--- config.mk ---
export PLATFORM = sky130hd
export DESIGN_NAME = unidade_controle
export DESIGN_NICKNAME = d
export VERILOG_FILES = /design/src/rtl/unidade_controle.sv
export SDC_FILE = /design/constraint.sdc
export NUM_CORES = 1
export LEC_CHECK = 0
export ABC_CLOCK_PERIOD_IN_PS = 5400
export CORE_ASPECT_RATIO = 0.8
export CORE_UTILIZATION = 48
export DETAILED_ROUTE_END_ITERATION = 8
export HOLD_SLACK_MARGIN = 0.08
export PLACE_DENSITY = 0.87
export SETUP_SLACK_MARGIN = 0.4
export SLEW_MARGIN = 20
export SYNTH_ARGS = -nofsm -noshare
export SYNTH_HDL_FRONTEND = slang
export SYNTH_SLANG_ARGS = --single-unit
--- constraint.sdc ---
create_clock -name clock -period 5.4 [get_ports clock]
set_input_delay 1.08 -clock clock [delete_from_list [all_inputs] [get_ports clock]]
set_output_delay 1.08 -clock clock [all_outputs]
set_load 0.02 [all_outputs]
--- src/rtl/unidade_controle.sv ---
// Instruction sequencer driving the X/Y/Z register control codes and the ALU select.
// Define CU_ILLEGAL_OP_EN to add the erro port, which pulses for opcodes 6-7.
`timescale 1ns/1ps

module unidade_controle #(
    parameter logic [3:0] CLEAR  = 4'd0,
    parameter logic [3:0] LOAD   = 4'd1,
    parameter logic [3:0] HOLD   = 4'd2,
    parameter logic [3:0] SHIFTR = 4'd3
) (
    input  logic       clock,
    input  logic       resetn,
    input  logic       start,
    input  logic [2:0] opcode,
    input  logic [3:0] valor,
    output logic [3:0] entrada,
    output logic [3:0] tx,
    output logic [3:0] ty,
    output logic [3:0] tz,
    output logic [1:0] sel_ula,
    output logic       busy,
    output logic       done
`ifdef CU_ILLEGAL_OP_EN
    ,
    output logic       erro
`endif
);

    localparam logic [2:0] INIT   = 3'd0;
    localparam logic [2:0] IDLE   = 3'd1;
    localparam logic [2:0] DECODE = 3'd2;
    localparam logic [2:0] EXEC   = 3'd3;
    localparam logic [2:0] DONE   = 3'd4;

    logic [2:0] state, next_state;
    logic [2:0] op_q;
    logic [3:0] valor_q;

    logic [3:0] tx_d, ty_d, tz_d, entrada_d;
    logic [1:0] sel_d;
    logic       busy_d, done_d;
`ifdef CU_ILLEGAL_OP_EN
    logic       erro_d;
`endif

    always_comb begin
        next_state = state;
        case (state)
            INIT:    next_state = IDLE;
            IDLE:    if (start) next_state = DECODE;
            DECODE:  next_state = EXEC;
            EXEC:    next_state = DONE;
            DONE:    next_state = IDLE;
            default: next_state = INIT;
        endcase
    end

    // NOTE: outputs are decoded from next_state and then registered, so each
    // output flop already shows the value belonging to the state being entered.
    always_comb begin
        // NOTE: every signal gets a default first so no path leaves it unassigned (no latches).
        tx_d      = HOLD;
        ty_d      = HOLD;
        tz_d      = HOLD;
        sel_d     = 2'd0;
        entrada_d = entrada;
        busy_d    = (next_state != IDLE);
        done_d    = (next_state == DONE);
`ifdef CU_ILLEGAL_OP_EN
        erro_d    = 1'b0;
`endif
        case (next_state)
            INIT: begin
                tx_d = CLEAR;
                ty_d = CLEAR;
                tz_d = CLEAR;
            end
            EXEC: begin
                case (op_q)
                    3'd0: begin
                        tx_d = CLEAR;
                        ty_d = CLEAR;
                        tz_d = CLEAR;
                    end
                    3'd1: begin
                        tx_d      = LOAD;
                        entrada_d = valor_q;
                    end
                    3'd2: ty_d = LOAD;
                    3'd3: begin
                        tz_d  = LOAD;
                        sel_d = 2'd1;
                    end
                    3'd4: begin
                        tz_d  = LOAD;
                        sel_d = 2'd2;
                    end
                    3'd5: tx_d = SHIFTR;
`ifdef CU_ILLEGAL_OP_EN
                    3'd6, 3'd7: erro_d = 1'b1;
`endif
                    default: ;
                endcase
            end
            default: ;
        endcase
    end

    // NOTE: sequential state uses non-blocking assignments so all flops update together.
    always_ff @(posedge clock or negedge resetn) begin
        if (!resetn) begin
            state   <= INIT;
            op_q    <= 3'd0;
            valor_q <= 4'd0;
            tx      <= CLEAR;
            ty      <= CLEAR;
            tz      <= CLEAR;
            entrada <= 4'd0;
            sel_ula <= 2'd0;
            busy    <= 1'b1;
            done    <= 1'b0;
`ifdef CU_ILLEGAL_OP_EN
            erro    <= 1'b0;
`endif
        end else begin
            state <= next_state;
            if (state == IDLE && start) begin
                op_q    <= opcode;
                valor_q <= valor;
            end
            tx      <= tx_d;
            ty      <= ty_d;
            tz      <= tz_d;
            entrada <= entrada_d;
            sel_ula <= sel_d;
            busy    <= busy_d;
            done    <= done_d;
`ifdef CU_ILLEGAL_OP_EN
            erro    <= erro_d;
`endif
        end
    end

endmodule

### Word-level counts from Yosys, hierarchy flattened

Cells that the tools add are included.

* logic and storage cells: 39
* bits of input ports: 10
* register bits after elaboration: 30
* output and inout bits: 20

* eq/ne operators: 12
* reductions and logical operators: 7
* multiplexer cells: 10

Operators with widths (count)
* $pmux W2 S2: 6
* $eq A3 B2 Y1 const B: 5
* $eq A3 B3 Y1 const B: 4
* $pmux W3 S4: 1
* $logic_not A3 Y1: 3
* $eq A3 B1 Y1 const B: 2
* $pmux W2 S3: 1
* $reduce_or A2 Y1: 2
* $mux W3: 1
* $ne A3 B1 Y1 const B: 1
* $mux W2: 1
* $reduce_and A2 Y1: 1
* $logic_and A1 B1 Y1: 1

### Longest topological paths before layout

Gate-level depths: netlist of the first run.

* depth in word-level cells: 5
* depth in mapped cells: 4

### Worst setup path after synthesis of the first run

Ideal clock, no wire load.

* path type: input -> register
* start: input start
* end: register op_q[0]
* required time: 5.275 ns
* path buffers: 0
* path slack: 3.406 ns
* stages: 3
* data arrival time: 1.869 ns
* cells stage by stage: nand3b_1 > nor2_1 > mux2_2

* longest elaborated chain between the ends: 1

Ends and longest elaborated chain
* from (decl): line 13 `input logic start,`
* $logic_and A1 B1 Y1: line 127 `if (state == IDLE && start) begin`
* to (signal assigned): line 128 `op_q <= opcode;`
* to (decl): line 36 `logic [2:0] op_q;`

No other way between the ends.
A chain may end at the register's enable or synchronous reset.

### Worst setup path after layout of the first run

* start: register busy
* end: output busy

RTL lines
* from (decl): line 21 `output logic busy,`
* from (signal assigned): line 136 `busy <= busy_d;`

No word-level cell between the ends.

==> results of run 1 <==
## how the worst max path moves through the flow
stage / endpoint / slack [ns] / cells past startpoint
2_1_floorplan: op_q[0] / 3.41 / 3
3_3_place_gp: valor_q[1] / 2.79 / 4
3_5_place_dp: op_q[0] / 2.72 / 4
4_1_cts: busy / 2.87 / 1
5_1_grt: busy / 2.83 / 1
6_report: busy / 2.88 / 1
## cells in the mapped netlist, types with 2 or more instances
cell      instances  share of area
a21oi_1           2          0.010
buf_4             7          0.053
clkbuf_1          3          0.011
dfrtp_1          23           0.58
mux2_2            7          0.079
mux2_4            4          0.060
nand2_1           2         0.0075
nand2b_1          2          0.013
nand3b_1          2          0.015
nor2_1            5          0.019
nor3_1            2          0.010
o21a_1            3          0.023
o21ai_0           2          0.010
o22ai_1           3          0.019
## power breakdown
| group | switching, mW | internal [mW] |
|---|---|---|
| clock | 0.0495 | 0.0750 |
| combinational | 0.0959 | 0.130 |
| sequential | 0.0705 | 0.246 |
## area by class of cell
class / count / share of cell area
multi-input cells: 45 / 0.272
well taps: 24 / 0.0240
clock inverters: 1 / 0.0240
flip-flops and latches: 24 / 0.481
clock buffers: 3 / 0.0180
repair buffers: 23 / 0.180
## per-stage QoR
stage | cells | setup slack, ns | total power, mW
4_1_cts | 120 | 2.87 | 0.671
3_3_place_gp | 116 | 2.79 | 0.530
3_5_place_dp | 116 | 2.72 | 0.546
6_report | 120 | 2.88 | 0.667
5_1_grt | 120 | 2.83 | 0.709
2_1_floorplan | 80 | 3.41 | 0.468
## state kept, by name, indices dropped and copies added, names as in the netlist, 2 cells and up
| name | count |
|---|---|
| tx | 2 |
| sel_ula | 2 |
| tz | 2 |
| valor_q | 4 |
| state | 3 |
| ty | 2 |
| op_q | 3 |
| entrada | 4 |
## logic make-up after synthesis
group / after synthesis / synth area share
compound gates: 10 / 0.0614
buf+inv: 11 / 0.0752
flops: 24 / 0.603
mux: 11 / 0.139
other cells: 1 / 0.00376
simple gates: 18 / 0.118
## metal layers
metal	vias up	wire (microns)	GRT usage
met4	0	0	0.0368
met1	272	738	0.214
met2	25	714	0.273
li1	285	-	-
met5	-	0	0
met3	0	89	0.0538
==> run summary, run 1 <==
PortBufs = 23
Hold WC Path Type = reg -> reg
nets@finish = 107
P&R area growth vs syn = 25.2%
Slew HR = 0.628
Die X = 53.0 microns
Worst Path Required = 4.32 ns
Crit Path Class = reg -> out
Final Cycle Share = 0.467
startpoint class of the critical path = flop
drt pass-1 iters = 4
H-tree Lvls = 1
fraction of registers with async set/reset = 1.00
minimum clock period = 2.52 ns
post-synthesis sequential area ratio = 0.603
crit end category = primary output
Critical Path AT = 1.44 ns
Hold-fix buffers, CTS = 0
final instance area = 1250 sq um
unrepaired setup endpoints after global routing = false
area taken by flip-flops and latches = 602 sq um
outcome = completed
Post-route DRC = 0
n_diodes = 0
hpwl dp = 1.14 mm
DRT Wirelength = 1.54 mm
antenna violations before repair = 0
Cells after Synth = 75
vias in the first global route = 600
CTS tree = yes
# resized after CTS = 0
VDD IR max = 0.360 mV
HP Start = valor_q[3]
root cell of the clock tree = clkbuf_4
vias = 582
critical path peak fanout = 1
Avg Inst Size Synth = 13.3 sq um
most common cell after layout, fill and taps aside = dfrtp_1
Hold Vio Cnt, Final = 0
DP Area = 1200 sq um
Initial Utilization = 0.518
Yosys reg bits = 24
GR Overflow Total = 0
GRT Total Usage = 0.167
EDFF count, synth = 0
RR Endpoint = entrada[0]
remaining antenna violation count after routing = 0
Max-cap violations = 0
top cell family by delay on the critical path = buffers and inverters
Setup TNS Final = 0 ns
IO Pins = 30
top_reg_cell synth = dfrtp_1
Final Skew = 0.00258 ns
Reg clk slew, reported paths = 0.12 ns
slowest CP cell = clkdlybuf4s50_1
flop2flop setup slack = 3.45 ns
Synth Warn # = 0
crit path cell chain = clkdlybuf4s50_1
Setup-failing EPs final = 0
commonest non-fill, non-tap cells in the layout = dfrtp_1, clkdlybuf4s50_1, mux2_2, conb_1, nor2_1
Setup Buffers After CTS = 0
fillers = 152
Vias per Instance = 4.85
max frequency = 397 MHz
worst slew pin tran = 0.556 ns
full die area = 2270 sq um
Iter 0 DRT Violations = 15
first-pass GRT wire length = 2.70 mm
clock sink count = 24
die height = 42.8 microns
Site Rows = 14
hold path endpoint = entrada[3]
Worst Hold Slack = 0.511 ns
cts bufs inserted = 3
CP bufs+invs = 1
hold path cells = 1
multi-input logic area = 340 sq um
crit path launch = busy
core area = 1930 sq um
final RePlAce weighted congestion = 0.735
largest net degree at the start of global routing = 25
worst r2r src = state[2]
worst reg-to-reg path cell count = 3
Worst path max stage delay = 0.59 ns
layout cells sized above 1 = 0.208
Wirelength per Cell = 12.9 microns
Cell variety after synth = 22
cell leakage power = 0.545 nW
max-slew violations = 0
Max clock buf depth = 2
Worst-Skew Late Latency = 0.31 ns
fin util = 0.649
Syn Std Cell Area = 998 sq um
PwrDens = 533 nW/um^2
Power figures use the tool's default switching activity.
==> run 2: changes to the inputs <==
--- a/config.mk
+++ b/config.mk
@@ -5,12 +5,12 @@
 export SDC_FILE = /design/constraint.sdc
 export NUM_CORES = 1
 export LEC_CHECK = 0
-export ABC_CLOCK_PERIOD_IN_PS = 5400
+export ABC_CLOCK_PERIOD_IN_PS = 2440
 export CORE_ASPECT_RATIO = 0.8
-export CORE_UTILIZATION = 48
+export CORE_UTILIZATION = 45
 export DETAILED_ROUTE_END_ITERATION = 8
 export HOLD_SLACK_MARGIN = 0.08
-export PLACE_DENSITY = 0.87
+export PLACE_DENSITY = 0.83
 export SETUP_SLACK_MARGIN = 0.4
 export SLEW_MARGIN = 20
 export SYNTH_ARGS = -nofsm -noshare
==> constraint.sdc (replaced) <==
create_clock -name clock -period 2.44 [get_ports clock]
set_input_delay 0.488 -clock clock [delete_from_list [all_inputs] [get_ports clock]]
set_output_delay 0.488 -clock clock [all_outputs]
set_load 0.02 [all_outputs]
==> run 2 against run 1 <==
Compared with the run above: utilization decreased by 1.9 points; wire length up 3.0%; die area is 6.4% higher; largest power group unchanged; highest routed layer is now met4.
==> run summary, run 2 (synthesis gave the netlist of run 1 again) <==
commonest non-fill, non-tap cells in the layout = dfrtp_1, clkdlybuf4s50_1, mux2_2, conb_1, nor2_1 (unchanged)
top cell family by delay on the critical path = buffers and inverters (unchanged)
cts bufs inserted = 3 (unchanged)
hpwl dp = 1.16 mm (was 1.14 mm)
Initial Utilization = 0.504 (was 0.518)
Setup-failing EPs final = 0 (unchanged)
worst slack at placement = 0.388 ns (was 2.72 ns)
outcome = completed (unchanged)
crit end category = primary output (unchanged)
n_diodes = 0 (unchanged)
Slew HR = 0.642 (was 0.628)
# resized after CTS = 0 (unchanged)
Seq pwr share = 0.500 (was 0.475)
sw frac = 0.341 (was 0.324)
vias = 634 (was 582)
Final Cycle Share = 0.799
remaining antenna violation count after routing = 0 (unchanged)
largest net degree at the start of global routing = 25 (unchanged)
CTS tree = yes (unchanged)
Die X = 54.7 microns (was 53.0 microns)
root cell of the clock tree = clkbuf_4 (unchanged)
Clock power frac = 0.145 (was 0.187)
max-slew violations = 0 (unchanged)
DRT Wirelength = 1.59 mm (was 1.54 mm)
startpoint class of the critical path = flop (unchanged)
Worst path max stage delay = 0.61 ns (was 0.59 ns)
max frequency = 513 MHz
cell leakage power = 0.542 nW (was 0.545 nW)
full die area = 2410 sq um (was 2270 sq um)
Hold WC Path Type = in -> async (was reg -> reg)
Vias per Instance = 5.24 (was 4.85)
non-filler cells, final = 121 (was 120)
IO Pins = 30 (unchanged)
P&R area growth vs syn = 24.8% (was 25.2%)
first-pass GRT wire length = 2.70 mm (about the same)
final RePlAce weighted congestion = 0.720 (was 0.735)
Wirelength per Cell = 13.1 microns (was 12.9 microns)
slowest CP cell = clkdlybuf4s50_1 (unchanged)
cell internal pwr = 924 uW (was 451 uW)
Worst Path Required = 1.95 ns (was 4.32 ns)
fillers = 162 (was 152)
Setup Buffers After CTS = 0 (unchanged)
antenna violations before repair = 0 (unchanged)
die height = 44.1 microns (was 42.8 microns)
Hold-fix buffers, CTS = 0 (unchanged)
Hold Vio Cnt, Final = 0 (unchanged)
H-tree Lvls = 1 (unchanged)
nets@finish = 108 (was 107)
crit path cell chain = clkdlybuf4s50_1 (unchanged)
layout cells sized above 1 = 0.206 (was 0.208)
Setup TNS Final = 0 ns (unchanged)
Worst Hold Slack = 0.505 ns (was 0.511 ns)
minimum clock period = 1.95 ns
Worst-Skew Late Latency = 0.31 ns (about the same)
clock sink count = 24 (unchanged)
Comb pwr share = 0.355 (was 0.338)
sw power = 478 uW (was 216 uW)
Max-cap violations = 0 (unchanged)
drt pass-1 iters = 4 (unchanged)
Post-route DRC = 0 (unchanged)
Crit Path Class = reg -> out (unchanged)
PortBufs = 23 (unchanged)
VDD IR max = 0.641 mV (was 0.360 mV)
cell total after placement = 117 (was 116)
vias in the first global route = 580 (was 600)
GR Overflow Total = 0 (unchanged)
core area = 1980 sq um (was 1930 sq um)
Site Rows = 14 (unchanged)
CP bufs+invs = 1 (unchanged)
PwrDens = 1120 nW/um^2 (was 533 nW/um^2)
Max clock buf depth = 2 (unchanged)
critical path peak fanout = 1 (unchanged)
Iter 0 DRT Violations = 9 (was 15)
unrepaired setup endpoints after global routing = false (unchanged)
Final Skew = 0.00685 ns (was 0.00258 ns)
GRT Total Usage = 0.163 (was 0.167)
final setup margin = 0.491 ns (was 2.88 ns)
fin util = 0.630 (was 0.649)
Reg clk slew, reported paths = 0.13 ns (was 0.12 ns)
worst slew pin tran = 0.536 ns (was 0.556 ns)
Critical Path AT = 1.46 ns (was 1.44 ns)
Largest regs = entrada: 4 flops, valor_q: 4 flops (unchanged)
## run 2: changes by cell type in the layout (fill, tap and decap cells not counted), sizes merged
cell,change
clkbuf,+1
clkdlybuf4s50,+1
bufinv,-1
## run 2: layout make-up
class / instances / area (sq um) / area share
Clock buffer: 4 / 36.3 / 0.0291
Multi-Input combinational cell: 45 / 340 / 0.273
Timing Repair Buffer: 24 / 238 / 0.191
Sequential cell: 24 / 602 / 0.483
Tap cell: 24 / 30.0 / 0.0241
## run 2: layer usage
layer	vias up	global-route usage	share of wire	wire length (microns)
met1	311	0.231	0.44	700
met4	0	0.108	0.030	48
met5	-	0	0	0
li1	291	-	-	-
met3	6	0.0206	0.042	67
met2	26	0.234	0.49	772
## run 2: path summary, 6_finish.rpt
check | from | endpoint | slack [ns] | cells past startpoint
worst max-delay path | busy | busy | 0.49 | 1
worst min-delay path | resetn | done | 0.50 | 2
worst max register to register | state[0] | entrada[2] | 0.49 | 3
worst min register to register | valor_q[1] | entrada[1] | 0.52 | 1
min in group clock | valor_q[1] | entrada[1] | 0.52 | 1
max in group asynchronous | resetn | busy | 1.66 | 2
## run 2: stage by stage
stage / cell area, sq um / power [mW]
floorplan: 1020 / 1.04
global placement: 1210 / 1.18
detailed placement: 1210 / 1.21
CTS: 1250 / 1.41
global route: 1250 / 1.49
finish: 1250 / 1.40
## run 2: power groups by stage
stage | Combinational [mW] | Clock [mW] | Sequential [mW]
floorplan | 0.349 | 0 | 0.688
global placement | 0.488 | 0 | 0.693
detailed placement | 0.503 | 0 | 0.706
CTS | 0.503 | 0.210 | 0.699
global route | 0.535 | 0.228 | 0.722
finish | 0.498 | 0.203 | 0.701
==> run 3: changes to the inputs <==
--- a/config.mk
+++ b/config.mk
@@ -5,12 +5,12 @@
 export SDC_FILE = /design/constraint.sdc
 export NUM_CORES = 1
 export LEC_CHECK = 0
-export ABC_CLOCK_PERIOD_IN_PS = 2440
+export ABC_CLOCK_PERIOD_IN_PS = 1600
 export CORE_ASPECT_RATIO = 0.8
-export CORE_UTILIZATION = 45
+export CORE_UTILIZATION = 41
 export DETAILED_ROUTE_END_ITERATION = 8
 export HOLD_SLACK_MARGIN = 0.08
-export PLACE_DENSITY = 0.83
+export PLACE_DENSITY = 0.8
 export SETUP_SLACK_MARGIN = 0.4
 export SLEW_MARGIN = 20
 export SYNTH_ARGS = -nofsm -noshare
==> constraint.sdc (replaced) <==
create_clock -name clock -period 1.6 [get_ports clock]
set_input_delay 0.32 -clock clock [delete_from_list [all_inputs] [get_ports clock]]
set_output_delay 0.32 -clock clock [all_outputs]
set_load 0.02 [all_outputs]
==> run 3 against run 2 <==
Compared with the run above: combinational power grew to 2.6 times the previous value; via count grew 1.7%; die area is 9.4% higher; worst hold slack lost 0.15 ns; clock power grew 110%; total power increased by 91%; the flow now finishes with violations (design-rule violations, negative setup slack).
==> run summary, run 3 (synthesis gave the netlist of run 1 again) <==
root cell of the clock tree = clkbuf_4 (unchanged)
die height = 46.1 microns (was 44.1 microns)
Max clock buf depth = 2 (unchanged)
DRT Wirelength = 1.81 mm (was 1.59 mm)
Worst Hold Slack = 0.352 ns (was 0.505 ns)
layout cells sized above 1 = 0.478 (was 0.206)
max-slew violations = 0 (unchanged)
Site Rows = 15 (was 14)
antenna violations before repair = 0 (unchanged)
Iter 0 DRT Violations = 14 (was 9)
final RePlAce weighted congestion = 0.762 (was 0.720)
Setup TNS Final = -0.601 ns (was 0 ns)
Crit Path Class = reg -> reg (was reg -> out)
Hold WC Path Type = in -> async (unchanged)
IO Pins = 30 (unchanged)
final instance area = 1460 sq um (was 1250 sq um)
H-tree Lvls = 1 (unchanged)
VDD IR max = 1.24 mV (was 0.641 mV)
Initial Utilization = 0.447 (was 0.504)
final setup margin = -0.152 ns (was 0.491 ns)
Reg clk slew, reported paths = 0.13 ns (about the same)
vias = 645 (was 634)
n_diodes = 0 (unchanged)
Largest regs = entrada: 4 flops, valor_q: 4 flops (unchanged)
commonest non-fill, non-tap cells in the layout = dfrtp_1, buf_6, buf_4, mux2_4, clkdlybuf4s50_1 (was dfrtp_1, clkdlybuf4s50_1, mux2_2, conb_1, nor2_1)
Worst Path Required = 1.81 ns (was 1.95 ns)
startpoint class of the critical path = flop (unchanged)
failing checks = design-rule violations, negative setup slack
PortBufs = 23 (unchanged)
hpwl dp = 1.15 mm (was 1.16 mm)
max frequency = 571 MHz
PwrDens = 1830 nW/um^2 (was 1120 nW/um^2)
Post-route DRC = 3 (was 0)
most common cell after layout, fill and taps aside = dfrtp_1
Wirelength per Cell = 13.1 microns (about the same)
Final Skew = 0.00373 ns (was 0.00685 ns)
critical path peak fanout = 4 (was 1)
Die X = 57.2 microns (was 54.7 microns)
P&R area growth vs syn = 46.6% (was 24.8%)
CTS tree = yes (unchanged)
cts bufs inserted = 3 (unchanged)
DP Area = 1270 sq um (was 1210 sq um)
outcome = finished, violations left (was completed)
cell leakage power = 0.698 nW (was 0.542 nW)
unrepaired setup endpoints after global routing = true (was false)
non-filler cells, final = 138 (was 121)
Hold Vio Cnt, Final = 0 (unchanged)
full die area = 2640 sq um (was 2410 sq um)
core area = 2230 sq um (was 1980 sq um)
crit end category = flop (was primary output)
first-pass GRT wire length = 2.79 mm (was 2.70 mm)
vias in the first global route = 567 (was 580)
GR Overflow Total = 0 (unchanged)
nets@finish = 124 (was 108)
Final Cycle Share = 1.09
minimum clock period = 1.75 ns
Vias per Instance = 4.67 (was 5.24)
Max-cap violations = 0 (unchanged)
Setup-failing EPs final = 4 (was 0)
remaining antenna violation count after routing = 0 (unchanged)
Total Power = 2.68 mW (was 1.40 mW)
GRT Total Usage = 0.150 (was 0.163)
Worst-Skew Late Latency = 0.31 ns (about the same)
clock sink count = 24 (unchanged)
cell total after placement = 126 (was 117)
drt pass-1 iters = 6 (was 4)
largest net degree at the start of global routing = 25 (unchanged)
Critical Path AT = 1.96 ns (was 1.46 ns)
==> run 3: cell types whose count changed in the layout (fill, tap and decap cells not counted), moves of 7 or more <==
cell,previous run,this run
mux2_4,4,11
buf_4,1,14
mux2_2,7,0
buf_6,0,16
clkdlybuf4s50_1,23,9
==> run 3: per-stage QoR <==
stage                     worst slack [ns]   util
final                               -0.152  0.655
after global placement              -0.120  0.569
after floorplan                     -0.258      -
after CTS                           -0.135  0.604
after global routing                -0.171  0.655
after detailed placement            -0.135  0.569
==> run 3: timing repair <==
item / 4_1_cts / 5_1_grt
endpoints found under the setup margin: 28 / 29
pin swaps: 3 / 1
resized for setup: 73 / 25
hold buffers: 0 / 0
buffers inserted: 4 / 4
==> run 3: layout make-up <==
| class | instances | area [sq um] |
|---|---|---|
| Sequential cell | 24 | 602 |
| Clock inverter | 1 | 30.0 |
| Fill cell | 164 | 769 |
| Timing Repair Buffer | 40 | 380 |
| Multi-Input combinational cell | 45 | 398 |
| Tap cell | 25 | 31.3 |
| Clock buffer | 3 | 22.5 |
==> run 3: final timing paths <==
path / startpoint / endpoint / slack [ns] / cells after the start
hold reg to reg: valor_q[0] / entrada[0] / 0.52 / 1
min in group clock: valor_q[0] / entrada[0] / 0.52 / 1
setup / recovery: state[2] / entrada[3] / -0.15 / 3
max in group asynchronous: resetn / busy / 0.97 / 2
setup reg to reg: state[2] / entrada[3] / -0.15 / 3
hold / removal: resetn / done / 0.35 / 2
==> run 3: report_power, final <==
group	switching, mW	internal (mW)	leakage (nW)
sequential	0.125	0.833	0.295
clock	0.173	0.253	0.0279
combinational	0.562	0.731	0.375
==> run 3: metal layers <==
| layer | global-route usage | part of all wire | vias to the layer above |
|---|---|---|---|
| li1 | - | - | 323 |
| met1 | 0.210 | 0.50 | 298 |
| met2 | 0.226 | 0.44 | 22 |
| met3 | 0.0478 | 0.046 | 2 |
| met4 | 0.0439 | 0.0094 | 0 |
| met5 | 0 | 0 | - |
==> run 3: worst max-delay path, cell delays in order (launching register included) <==
cell and delay (ns):
dfrtp_1 0.40, or3b_4 0.40, or4b_4 0.55, mux2_4 0.32
